### src/rtl/my_i2c_axil_if.sv
// AXI4-Lite bus bundle between the PS interconnect and my_i2c_axil.
interface my_i2c_axil_if #(
  parameter int unsigned ADDR_W = 6,
  parameter int unsigned DATA_W = 32
);
  logic [ADDR_W-1:0]   awaddr;
  logic [2:0]          awprot;
  logic                awvalid;
  logic                awready;
  logic [DATA_W-1:0]   wdata;
  logic [DATA_W/8-1:0] wstrb;
  logic                wvalid;
  logic                wready;
  logic [1:0]          bresp;
  logic                bvalid;
  logic                bready;
  logic [ADDR_W-1:0]   araddr;
  logic [2:0]          arprot;
  logic                arvalid;
  logic                arready;
  logic [DATA_W-1:0]   rdata;
  logic [1:0]          rresp;
  logic                rvalid;
  logic                rready;

  modport slave (
    input  awaddr, awprot, awvalid, wdata, wstrb, wvalid, bready,
    input  araddr, arprot, arvalid, rready,
    output awready, wready, bresp, bvalid, arready, rdata, rresp, rvalid
  );

  modport master (
    output awaddr, awprot, awvalid, wdata, wstrb, wvalid, bready,
    output araddr, arprot, arvalid, rready,
    input  awready, wready, bresp, bvalid, arready, rdata, rresp, rvalid
  );
endinterface

### src/rtl/my_i2c_axil.sv
// AXI4-Lite register file driving a single-master I2C write engine
// (START, addr+W, sub-address, N data bytes, STOP) on open-drain SCL/SDA.
// Optional feature: define MY_I2C_CLK_STRETCH_EN to honour slave clock stretching.
module my_i2c_axil #(
  parameter int unsigned C_S_AXI_DATA_WIDTH = 32,
  parameter int unsigned C_S_AXI_ADDR_WIDTH = 6,
  parameter int unsigned C_CLK_DIV          = 250
) (
  input  logic         s00_axi_aclk,
  input  logic         s00_axi_areset,
  my_i2c_axil_if.slave s00_axi,
  input  logic         my_scl_i,
  input  logic         my_sda_i,
  output logic         my_scl_o,
  output logic         my_scl_t,
  output logic         my_sda_o,
  output logic         my_sda_t,
  output logic         dbg2_i2c_write_en,
  output logic         dbg2_busy,
  output logic         dbg2_req_data_chunk,
  output logic         dbg2_nack
);

  localparam int unsigned DW    = C_S_AXI_DATA_WIDTH;
  localparam int unsigned AW    = C_S_AXI_ADDR_WIDTH;
  localparam int unsigned DIV_W = $clog2(C_CLK_DIV + 1);

  typedef enum logic [3:0] {
    S_IDLE, S_START, S_ADDR, S_ACK1, S_SUB, S_ACK2, S_WAIT, S_DATA, S_ACKN, S_STOP
  } state_t;

  // AXI handshake state
  logic          awready_q, wready_q, bvalid_q, arready_q, rvalid_q;
  logic [DW-1:0] rdata_q, rdata_d;
  logic [3:0]    rd_idx_q;

  // register file
  logic [6:0]    reg0_q;
  logic [7:0]    reg1_q, reg2_q, reg3_q;
  logic [DW-1:0] reg5_q;

  // engine state
  state_t          state_q;
  logic [DIV_W-1:0] div_q;
  logic [1:0]      phase_q;
  logic [2:0]      bit_q;
  logic [7:0]      shift_q;
  logic [7:0]      len_q;
  logic            sda_smp_q;
  logic            busy_q, nack_q, req_q, we_q;
  logic            scl_t_q, sda_t_q, scl_t_d, sda_t_d;

  logic       wr_fire, rd_fire, start_acc, tick, stall;
  logic [3:0] wr_idx;

  assign wr_idx    = 4'(s00_axi.awaddr[AW-1:2]);
  assign wr_fire   = s00_axi.awvalid && s00_axi.wvalid && !awready_q && !bvalid_q;
  assign rd_fire   = s00_axi.arvalid && !arready_q && !rvalid_q;
  assign start_acc = wr_fire && (wr_idx == 4'd7) && !busy_q;
  assign tick      = (div_q == DIV_W'(C_CLK_DIV - 1)) && !stall;

`ifdef MY_I2C_CLK_STRETCH_EN
  // hold the high phase while a slave keeps SCL low
  assign stall = (phase_q == 2'd2) && !my_scl_i && (state_q != S_START);
`else
  logic unused_scl;
  assign stall      = 1'b0;
  assign unused_scl = my_scl_i;
`endif

  logic unused_axi;
  assign unused_axi = ^{s00_axi.awprot, s00_axi.arprot, s00_axi.awaddr[1:0], s00_axi.araddr[1:0]};

  assign s00_axi.awready = awready_q;
  assign s00_axi.wready  = wready_q;
  assign s00_axi.bvalid  = bvalid_q;
  assign s00_axi.bresp   = 2'b00;
  assign s00_axi.arready = arready_q;
  assign s00_axi.rvalid  = rvalid_q;
  assign s00_axi.rdata   = rdata_q;
  assign s00_axi.rresp   = 2'b00;

  assign my_scl_o            = 1'b0;
  assign my_sda_o            = 1'b0;
  assign my_scl_t            = scl_t_q;
  assign my_sda_t            = sda_t_q;
  assign dbg2_i2c_write_en   = we_q;
  assign dbg2_busy           = busy_q;
  assign dbg2_req_data_chunk = req_q;
  assign dbg2_nack           = nack_q;

  // read-data mux for the latched read index
  always_comb begin
    rdata_d = '0;
    case (rd_idx_q)
      4'd0:    rdata_d = DW'(reg0_q);
      4'd1:    rdata_d = DW'(reg1_q);
      4'd2:    rdata_d = DW'(reg2_q);
      4'd3:    rdata_d = DW'(reg3_q);
      4'd4:    rdata_d = DW'({req_q, nack_q, busy_q});
      4'd5:    rdata_d = reg5_q;
      default: rdata_d = '0;
    endcase
  end

  // line levels for the current state/phase; 1 = released
  always_comb begin
    scl_t_d = 1'b1;
    sda_t_d = 1'b1;
    case (state_q)
      S_START: begin
        scl_t_d = (phase_q < 2'd2);
        sda_t_d = (phase_q == 2'd0);
      end
      S_ADDR, S_SUB, S_DATA: begin
        scl_t_d = (phase_q == 2'd1) || (phase_q == 2'd2);
        sda_t_d = shift_q[7];
      end
      S_ACK1, S_ACK2, S_ACKN: begin
        scl_t_d = (phase_q == 2'd1) || (phase_q == 2'd2);
        sda_t_d = 1'b1;
      end
      S_WAIT: begin
        scl_t_d = 1'b0;
        sda_t_d = 1'b1;
      end
      S_STOP: begin
        scl_t_d = (phase_q != 2'd0);
        sda_t_d = phase_q[1];
      end
      default: ;
    endcase
  end

  // AXI write/read channel handshakes
  always_ff @(posedge s00_axi_aclk or posedge s00_axi_areset) begin
    if (s00_axi_areset) begin
      awready_q <= 1'b0;
      wready_q  <= 1'b0;
      bvalid_q  <= 1'b0;
      arready_q <= 1'b0;
      rvalid_q  <= 1'b0;
      rdata_q   <= '0;
      rd_idx_q  <= '0;
    end else begin
      awready_q <= wr_fire;
      wready_q  <= wr_fire;
      if (awready_q)            bvalid_q <= 1'b1;
      else if (s00_axi.bready)  bvalid_q <= 1'b0;
      arready_q <= rd_fire;
      if (rd_fire) rd_idx_q <= 4'(s00_axi.araddr[AW-1:2]);
      if (arready_q) begin
        rvalid_q <= 1'b1;
        rdata_q  <= rdata_d;
      end else if (s00_axi.rready) begin
        rvalid_q <= 1'b0;
      end
    end
  end

  // register writes and the I2C byte engine
  always_ff @(posedge s00_axi_aclk or posedge s00_axi_areset) begin
    if (s00_axi_areset) begin
      reg0_q    <= '0;
      reg1_q    <= '0;
      reg2_q    <= '0;
      reg3_q    <= '0;
      reg5_q    <= '0;
      state_q   <= S_IDLE;
      div_q     <= '0;
      phase_q   <= '0;
      bit_q     <= '0;
      shift_q   <= '0;
      len_q     <= '0;
      sda_smp_q <= 1'b0;
      busy_q    <= 1'b0;
      nack_q    <= 1'b0;
      req_q     <= 1'b0;
      we_q      <= 1'b0;
      scl_t_q   <= 1'b1;
      sda_t_q   <= 1'b1;
    end else begin
      we_q    <= 1'b0;
      scl_t_q <= scl_t_d;
      sda_t_q <= sda_t_d;

      if (wr_fire) begin
        case (wr_idx)
          4'd0: if (s00_axi.wstrb[0]) reg0_q <= s00_axi.wdata[6:0];
          4'd1: if (s00_axi.wstrb[0]) reg1_q <= s00_axi.wdata[7:0];
          4'd2: if (s00_axi.wstrb[0]) reg2_q <= s00_axi.wdata[7:0];
          4'd3: begin
            if (s00_axi.wstrb[0]) reg3_q <= s00_axi.wdata[7:0];
            req_q <= 1'b0;
          end
          4'd5: begin
            for (int i = 0; i < int'(DW / 8); i++) begin
              if (s00_axi.wstrb[i]) reg5_q[8*i +: 8] <= s00_axi.wdata[8*i +: 8];
            end
          end
          default: ;
        endcase
      end

      case (state_q)
        S_IDLE: begin
          div_q   <= '0;
          phase_q <= '0;
          if (start_acc) begin
            state_q <= S_START;
            busy_q  <= 1'b1;
            we_q    <= 1'b1;
            nack_q  <= 1'b0;
            req_q   <= 1'b0;
            len_q   <= reg2_q;
          end
        end

        // SCL stays low until software refills REG3
        S_WAIT: begin
          div_q   <= '0;
          phase_q <= '0;
          if (!req_q) begin
            state_q <= S_DATA;
            shift_q <= reg3_q;
            req_q   <= 1'b1;
            len_q   <= len_q - 8'd1;
            bit_q   <= '0;
          end
        end

        default: begin
          if (!stall) div_q <= tick ? '0 : div_q + 1'b1;
          if (tick) begin
            phase_q <= phase_q + 2'd1;
            if (phase_q == 2'd2) sda_smp_q <= my_sda_i;
            if (phase_q == 2'd3) begin
              case (state_q)
                S_START: begin
                  state_q <= S_ADDR;
                  shift_q <= {reg0_q, 1'b0};
                  bit_q   <= '0;
                end
                S_ADDR, S_SUB, S_DATA: begin
                  if (bit_q == 3'd7) begin
                    bit_q   <= '0;
                    state_q <= (state_q == S_ADDR) ? S_ACK1 :
                               (state_q == S_SUB)  ? S_ACK2 : S_ACKN;
                  end else begin
                    bit_q   <= bit_q + 3'd1;
                    shift_q <= {shift_q[6:0], 1'b0};
                  end
                end
                S_ACK1: begin
                  if (sda_smp_q) begin
                    nack_q  <= 1'b1;
                    state_q <= S_STOP;
                  end else begin
                    state_q <= S_SUB;
                    shift_q <= reg1_q;
                  end
                end
                S_ACK2, S_ACKN: begin
                  if (sda_smp_q) begin
                    nack_q  <= 1'b1;
                    state_q <= S_STOP;
                  end else if (len_q == 8'd0) begin
                    state_q <= S_STOP;
                  end else if (state_q == S_ACKN && req_q) begin
                    state_q <= S_WAIT;
                  end else begin
                    state_q <= S_DATA;
                    shift_q <= reg3_q;
                    req_q   <= 1'b1;
                    len_q   <= len_q - 8'd1;
                  end
                end
                S_STOP: begin
                  state_q <= S_IDLE;
                  busy_q  <= 1'b0;
                end
                default: state_q <= S_IDLE;
              endcase
            end
          end
        end
      endcase
    end
  end

endmodule

### src/flat_wrapper.sv
// flat-port wrapper written by rule: the top's interface ports become plain ports
module my_i2c_axil_flat 
#(
  parameter int unsigned C_S_AXI_DATA_WIDTH = 32,
  parameter int unsigned C_S_AXI_ADDR_WIDTH = 6,
  parameter int unsigned C_CLK_DIV          = 250
)
  (s00_axi_aclk, s00_axi_areset, my_scl_i, my_sda_i, my_scl_o, my_scl_t, my_sda_o, my_sda_t, dbg2_i2c_write_en, dbg2_busy, dbg2_req_data_chunk, dbg2_nack, s00_axi_awaddr, s00_axi_awprot, s00_axi_awvalid, s00_axi_wdata, s00_axi_wstrb, s00_axi_wvalid, s00_axi_bready, s00_axi_araddr, s00_axi_arprot, s00_axi_arvalid, s00_axi_rready, s00_axi_awready, s00_axi_wready, s00_axi_bresp, s00_axi_bvalid, s00_axi_arready, s00_axi_rdata, s00_axi_rresp, s00_axi_rvalid);
  my_i2c_axil_if #(.ADDR_W(6), .DATA_W(32)) s00_axi_i ();
  input  logic s00_axi_aclk;
  input  logic s00_axi_areset;
  input  logic my_scl_i;
  input  logic my_sda_i;
  output logic my_scl_o;
  output logic my_scl_t;
  output logic my_sda_o;
  output logic my_sda_t;
  output logic dbg2_i2c_write_en;
  output logic dbg2_busy;
  output logic dbg2_req_data_chunk;
  output logic dbg2_nack;
  input wire logic [$bits(s00_axi_i.awaddr)-1:0] s00_axi_awaddr;
  input wire logic [$bits(s00_axi_i.awprot)-1:0] s00_axi_awprot;
  input wire logic [$bits(s00_axi_i.awvalid)-1:0] s00_axi_awvalid;
  input wire logic [$bits(s00_axi_i.wdata)-1:0] s00_axi_wdata;
  input wire logic [$bits(s00_axi_i.wstrb)-1:0] s00_axi_wstrb;
  input wire logic [$bits(s00_axi_i.wvalid)-1:0] s00_axi_wvalid;
  input wire logic [$bits(s00_axi_i.bready)-1:0] s00_axi_bready;
  input wire logic [$bits(s00_axi_i.araddr)-1:0] s00_axi_araddr;
  input wire logic [$bits(s00_axi_i.arprot)-1:0] s00_axi_arprot;
  input wire logic [$bits(s00_axi_i.arvalid)-1:0] s00_axi_arvalid;
  input wire logic [$bits(s00_axi_i.rready)-1:0] s00_axi_rready;
  output wire logic [$bits(s00_axi_i.awready)-1:0] s00_axi_awready;
  output wire logic [$bits(s00_axi_i.wready)-1:0] s00_axi_wready;
  output wire logic [$bits(s00_axi_i.bresp)-1:0] s00_axi_bresp;
  output wire logic [$bits(s00_axi_i.bvalid)-1:0] s00_axi_bvalid;
  output wire logic [$bits(s00_axi_i.arready)-1:0] s00_axi_arready;
  output wire logic [$bits(s00_axi_i.rdata)-1:0] s00_axi_rdata;
  output wire logic [$bits(s00_axi_i.rresp)-1:0] s00_axi_rresp;
  output wire logic [$bits(s00_axi_i.rvalid)-1:0] s00_axi_rvalid;
  assign s00_axi_i.awaddr = s00_axi_awaddr;
  assign s00_axi_i.awprot = s00_axi_awprot;
  assign s00_axi_i.awvalid = s00_axi_awvalid;
  assign s00_axi_i.wdata = s00_axi_wdata;
  assign s00_axi_i.wstrb = s00_axi_wstrb;
  assign s00_axi_i.wvalid = s00_axi_wvalid;
  assign s00_axi_i.bready = s00_axi_bready;
  assign s00_axi_i.araddr = s00_axi_araddr;
  assign s00_axi_i.arprot = s00_axi_arprot;
  assign s00_axi_i.arvalid = s00_axi_arvalid;
  assign s00_axi_i.rready = s00_axi_rready;
  assign s00_axi_awready = s00_axi_i.awready;
  assign s00_axi_wready = s00_axi_i.wready;
  assign s00_axi_bresp = s00_axi_i.bresp;
  assign s00_axi_bvalid = s00_axi_i.bvalid;
  assign s00_axi_arready = s00_axi_i.arready;
  assign s00_axi_rdata = s00_axi_i.rdata;
  assign s00_axi_rresp = s00_axi_i.rresp;
  assign s00_axi_rvalid = s00_axi_i.rvalid;
  my_i2c_axil #(.C_S_AXI_DATA_WIDTH(C_S_AXI_DATA_WIDTH), .C_S_AXI_ADDR_WIDTH(C_S_AXI_ADDR_WIDTH), .C_CLK_DIV(C_CLK_DIV)) u_core (.s00_axi_aclk(s00_axi_aclk), .s00_axi_areset(s00_axi_areset), .s00_axi(s00_axi_i), .my_scl_i(my_scl_i), .my_sda_i(my_sda_i), .my_scl_o(my_scl_o), .my_scl_t(my_scl_t), .my_sda_o(my_sda_o), .my_sda_t(my_sda_t), .dbg2_i2c_write_en(dbg2_i2c_write_en), .dbg2_busy(dbg2_busy), .dbg2_req_data_chunk(dbg2_req_data_chunk), .dbg2_nack(dbg2_nack));
endmodule
### config.mk
export PLATFORM = sky130hd
export DESIGN_NAME = my_i2c_axil_flat
export DESIGN_NICKNAME = d
export VERILOG_FILES = /design/src/rtl/my_i2c_axil_if.sv /design/src/rtl/my_i2c_axil.sv /design/src/flat_wrapper.sv
export SDC_FILE = /design/constraint.sdc
export NUM_CORES = 1
export LEC_CHECK = 0
export ABC_AREA = 0
export CORE_MARGIN = 1.5
export CORE_UTILIZATION = 50
export DETAILED_ROUTE_END_ITERATION = 8
export PLACE_DENSITY_LB_ADDON = 0.3
export REMOVE_ABC_BUFFERS = 1
export SYNTH_ARGS = -nofsm -noshare
export SYNTH_HDL_FRONTEND = slang
export SYNTH_SLANG_ARGS = --single-unit
### constraint.sdc
create_clock -name s00_axi_aclk -period 13.3 [get_ports s00_axi_aclk]
set_input_delay 3.325 -clock s00_axi_aclk [delete_from_list [all_inputs] [get_ports s00_axi_aclk]]
set_output_delay 3.325 -clock s00_axi_aclk [all_outputs]
set_load 0.01 [all_outputs]
# After elaboration in Yosys (flattened, before gate mapping)

Index checks and enable logic that the tools add are counted.

Multiplexer cells: 73
Reduce and logical (&&, ||, !) cells: 55
Add/subtract/negate cells: 4
Bitwise gates (word level): 3
Equal/unequal tests: 35
$lt $le $gt $ge: 1

Operator list:

| operator                                                               | count |
|---|---|
| 32-bit case mux with 6 select lines                                    | 1 |
| 8-bit two-way mux                                                      | 18 |
| 4-bit two-way mux                                                      | 10 |
| 4-bit by 3-bit equality test with 1-bit output (second input constant) | 8 |
| 8-bit case mux with 2 select lines                                     | 2 |
| 8-bit case mux with 4 select lines                                     | 1 |
| 3-bit AND reduction                                                    | 9 |
| 1-bit two-way mux                                                      | 26 |
| 4-bit by 2-bit equality test with 1-bit output (second input constant) | 6 |
| 3-bit inequality test (second input constant)                          | 8 |
| 2-bit nonzero test                                                     | 11 |
| 4-bit case mux with 4 select lines                                     | 1 |
| 5-bit AND reduction                                                    | 3 |
| 4-bit by 1-bit equality test with 1-bit output (second input constant) | 3 |
| 4-bit zero test                                                        | 3 |
| 3-bit two-way mux                                                      | 4 |
| 3-bit case mux with 2 select lines                                     | 2 |
| 3-bit nonzero test                                                     | 4 |
| 10-bit AND reduction                                                   | 1 |
| 8-bit by 1-bit adder with 8-bit output (second input constant)         | 1 |
| 4-bit equality test (second input constant)                            | 2 |
| 8-bit equality test (second input constant)                            | 1 |
| 1-bit logical AND                                                      | 8 |
| 8-bit zero test                                                        | 1 |
| other kinds (25)                                                       | 37 |

Input bits: 63
Logic and storage cells: 198
Output and inout bits: 49
Flip-flop bits (word level): 143

# Depth between registers and ports, before layout

Depth in word-level cells: 11
Mapped depth: 9

# Worst setup path after synthesis

No wires, ideal clock.

Path type: input -> register
Start: input port s00_axi_awvalid
End: register u_core.state_q[0]
Data arrival time: 4.751 ns
Setup slack: 8.425 ns
Stages on the path: 6
Path buffers: 1
Data required time: 13.175 ns
Cell sequence: nand4bb_1 > nor4_1 > o221ai_1 > clkbuf_1 > a21oi_1 > mux2_2

Longest elaborated chain between the ends: 7

Ends and longest elaborated chain:

| what                                                       | RTL line           | source |
|---|---|---|
| start: declaration                                         | flat_wrapper.sv:24 | `input wire logic [$bits(s00_axi_i.awvalid)-1:0] s00_axi_awvalid;` |
| 1-bit logical AND (3 in a row)                             | my_i2c_axil.sv:57  | `assign wr_fire = s00_axi.awvalid && s00_axi.wvalid && !awready_q && !bvalid_q;` |
| 1-bit logical AND (2 in a row)                             | my_i2c_axil.sv:59  | `assign start_acc = wr_fire && (wr_idx == 4'd7) && !busy_q;` |
| 2-bit by 1-bit inequality test with 1-bit output (no line) | -                  |  |
| 5-bit AND reduction (no line)                              | -                  |  |
| end signal: assignment                                     | my_i2c_axil.sv:247 | `state_q <= (state_q == S_ADDR) ? S_ACK1 :` |
| end: declaration                                           | my_i2c_axil.sv:43  | `state_t state_q;` |

Every way passes these cells.
A chain may end at the register's enable or synchronous reset.

# Final worst setup path

Start: input port s00_axi_awvalid
End: register u_core.len_q[0]

Longest elaborated chain between the ends: 7

Ends and longest elaborated chain:

| what                                                       | RTL line           | source |
|---|---|---|
| 1-bit logical AND (3 in a row)                             | my_i2c_axil.sv:57  |  |
| 1-bit logical AND (2 in a row)                             | my_i2c_axil.sv:59  |  |
| 2-bit by 1-bit inequality test with 1-bit output (no line) | -                  |  |
| 8-bit AND reduction (no line)                              | -                  |  |
| end signal: assignment                                     | my_i2c_axil.sv:215 | `len_q <= reg2_q;` |
| end signal: assignment                                     | my_i2c_axil.sv:227 | `len_q <= len_q - 8'd1;` |
| end signal: assignment                                     | my_i2c_axil.sv:275 | `len_q <= len_q - 8'd1;` |
| end: declaration                                           | my_i2c_axil.sv:48  | `logic [7:0] len_q;` |

Every way passes these cells.

==> summary by stage <==
Place
The cell count after placement is 917. The placer congestion estimate is 0.848. The half-perimeter wire length after detailed placement is 11900 um. The number of input and output port buffers inserted is 94.

Power
The combinational power share is 26.9%. The clock network accounts for 32.3% of the total power. The internal portion of total power is 1.00 mW. The ratio of total power to cell area is 171 nW/um^2.

Of the total power, registers draw 40.8%. The reported leakage power is 3.91 nW. The net switching fraction of the power is 33.1%.

The reported net switching power is 496 uW. IR analysis of the VDD net gives a maximum drop of 109 uV.

Clock network
The clock tree from TritonCTS is yes. The number of buffers between clock root and the deepest sink is 2. The number of levels the H-tree was split into is 4. The clock transition at the register clock pins on the worst setup and hold paths after CTS is 0.06 ns.

The clock reaches the later pin of the worst-skew pair after 0.42 ns. The tree is rooted in a sky130_fd_sc_hd__clkbuf_16. The number of buffers inserted for hold repair after clock tree synthesis is 0.

The post-cts resize count is 0. The post-CTS setup buffer count is 0. Counting the buffers created by CTS gives 17.

For this design, the sink count on the clock tree is 143.

Floorplan
The core outline area is 13900 um^2. The standard-cell row count is 43. The die is 123 um tall.

Measured along the x axis, the die boundary spans 123 um. The I/O pin total is 112. The initial core utilization is 51.4%. The overall die area is 15000 um^2.

STA
The count of final hold-check violations is 0. The max-slew violation count is 0. The total negative setup slack is 0 ns. Based on the critical path, the design can be clocked at up to 170 MHz. Setup repair after global routing left no endpoint under its margin. The measured slew at the worst slew-check pin is 1.16 ns. The smallest clock period supported by the final layout is computed as 5.90 ns. The worst max-slew margin expressed relative to the limit is 22.8%. The final setup skew is 0.00611 ns. Setup violations remaining at the end of the flow were counted as 0. The final cycle utilization of the critical path is 44.3%.

Setup path
The biggest cell delay along the critical path is 0.67 ns. The required time reported for the critical path endpoint is 13.60 ns. The type of the worst setup path is in2reg. The critical path's slowest cell is sky130_fd_sc_hd__nor4_1.

Traced cell by cell, the critical path runs through clkdlybuf4s50_1, nand4bb_1, nor4_1, o221ai_1, or2_0, a211o_1. The family with the most delay on the worst path is simple AND/OR/NAND/NOR gates. STA classifies the critical path startpoint as an input pin. The number of buffers and inverters on the critical path is 1. The peak fanout along the critical path is 13. At the worst endpoint, the arrival time is 6.20 ns. The critical path capture point type is a register.

Synth
Summing every instance area after synthesis gives 7160 um^2. The average size of a mapped cell is 10.6 um^2. In the synthesized netlist the async set-or-reset flop fraction comes to 100%.

The total number of yosys warnings is 0. The number of synthesized flops with an enable pin is 0. Counting flops and latches in the post-synthesis netlist gives 143.

The sequential fraction of the synthesis area is 50.0%. The most used flip-flop cell after synthesis is sky130_fd_sc_hd__dfrtp_1. The count of distinct cell types in the synthesized netlist is 62. Synthesis handed over a netlist of 678 instances.

GRT
The number of antenna violations at the first check in global routing is 0. The global-route wire length before repair is 27200 um. The total global routing track utilization is 23.6%. Entering global routing, the biggest net connects 91 pins. Summed over all layers, the global routing overflow is 0.

The via count of the first global-routing pass is 5285.

Detailed routing
The routed via count divided by cell count is 5.70. The number of design rule violations left after detail routing is 0. The detailed router finished its first iteration with 457 violations. In the final routed layout, each cell accounts on average for 17.9 um.

The detailed router placed 5411 vias in this run. The total iterations of the first detailed-routing run is 5. After detailed routing, the total wire length is 17000 um.

The count of nets left with antenna violations after detail routing is 0.

Cells and area
The top cell types in the final layout, fill and taps aside, are sky130_fd_sc_hd__dfrtp_1 (141), sky130_fd_sc_hd__clkdlybuf4s50_1 (94), sky130_fd_sc_hd__mux2_2 (85), sky130_fd_sc_hd__nand2_1 (55), sky130_fd_sc_hd__inv_1 (51). The post-route core utilization is 63.0%. The number of nets in the finished design is 827. The proportion of layout cells with a drive suffix above 1 is 17.3%. The filler cell count is 1075.

The number of antenna cells inserted is 0. The area of the multi-input gates is 3190 um^2. The finished layout holds 949 standard cells, fillers aside. Compared with the post-synthesis result, the final layout area differs by 22.6%. The library cell used most frequently in the layout, excluding fill and tap cells, is sky130_fd_sc_hd__dfrtp_1. Across the whole layout, storage elements account for 3580 um^2.

Run status
The flow ran to the end, and the final reports show no timing, DRC or antenna violations.

Job
The number of maximum-capacitance constraint violations is 0.

Min path
The worst hold-check path type is reg2reg.
==> power groups by stage <==
stage / combinational (mW) / clock, mW / sequential (mW)
global route: 0.442 / 0.514 / 0.622
detailed placement: 0.398 / 0 / 0.615
floorplan: 0.264 / 0 / 0.601
finish: 0.404 / 0.484 / 0.611
global placement: 0.383 / 0 / 0.608
CTS: 0.403 / 0.491 / 0.609
==> cell type report <==
class	count	share of cell area, %
Timing Repair Buffer	99	11.1
Inverter	52	2.28
Clock inverter	13	1.85
Sequential cell	143	40.8
Clock buffer	19	5.05
Tap cell	180	2.57
Multi-Input combinational cell	443	36.3
==> final timing paths <==
check                                         startpoint                              endpoint  cells past startpoint  slack (ns)
hold / removal             u_core.reg5_q[12]$_DFFE_PP0P_  u_core.s00_axi.rdata[12]$_DFFE_PP0P_                      2        0.48
setup / recovery                         s00_axi_awvalid           u_core.len_q[0]$_DFFE_PP0P_                      6        7.40
min in group asynchronous                 s00_axi_areset         u_core.reg5_q[14]$_DFFE_PP0P_                      2        3.42
max in group asynchronous                 s00_axi_areset         u_core.reg5_q[16]$_DFFE_PP0P_                      3        8.69
hold reg to reg            u_core.reg5_q[12]$_DFFE_PP0P_  u_core.s00_axi.rdata[12]$_DFFE_PP0P_                      2        0.48
setup reg to reg           u_core.state_q[1]$_DFFE_PP0P_           u_core.len_q[0]$_DFFE_PP0P_                      5        9.91
==> registers in the layout, indices dropped and copies added, names as in the netlist, 2 cells and up <==
signal	cells
u_core.s00_axi.rdata	32
u_core.phase_q	2
u_core.state_q	4
u_core.shift_q	8
u_core.reg1_q	8
u_core.reg5_q	32
u_core.len_q	8
u_core.reg3_q	8
u_core.rd_idx_q	4
u_core.reg2_q	8
u_core.div_q	8
u_core.reg0_q	7
u_core.bit_q	3
==> cell families after synthesis <==
group | synth area share (%)
xor gates and xnor gates | 1.47
muxes | 16.1
buffers and inverters | 5.84
DFF | 50.0
adders and majority gates | 1.40
AOI/OAI and AO/OA | 12.9
other | 0.0524
and+or+nand+nor | 12.2
==> layer usage <==
layer | global-route usage (%) | share of wire, % | up-vias
li1 | - | - | 2533
met1 | 31.8 | 44 | 2680
met2 | 37.9 | 48 | 178
met3 | 5.20 | 6.3 | 20
met4 | 7.70 | 1.1 | 0
met5 | 0 | 0 | -
==> cells in the mapped netlist (all sizes together) (13+ instances only) <==
master	instances	area, um^2
dfrtp	141	3530
buf	15	110
inv	52	195
nand3	13	65.1
a21oi	29	145
nand2	55	206
mux2	85	957
o21ai	48	240
nor2	41	154
clkbuf	30	113
mux2i	13	130
==> stage by stage <==
step / power, mW / instance area, um^2 / setup WS, ns / hold WS (ns)
CTS: 1.50 / 8780 / 7.55 / 0.476
finish: 1.50 / 8780 / 7.40 / 0.476
floorplan: 0.866 / 6960 / 6.14 / 0.444
global placement: 0.991 / 8170 / 7.24 / 0.452
detailed placement: 1.01 / 8170 / 7.10 / 0.462
global route: 1.58 / 8780 / 7.25 / 0.506
==> worst register-to-register path, delay by kind of cell, from the launching register on <==
kind            cells  cell delay (ns)
simple gates        2             1.17
compound gates      2             1.00
flops               1             0.95
xor+xnor            1             0.17
No activity file was read; power rests on OpenSTA's default activity.
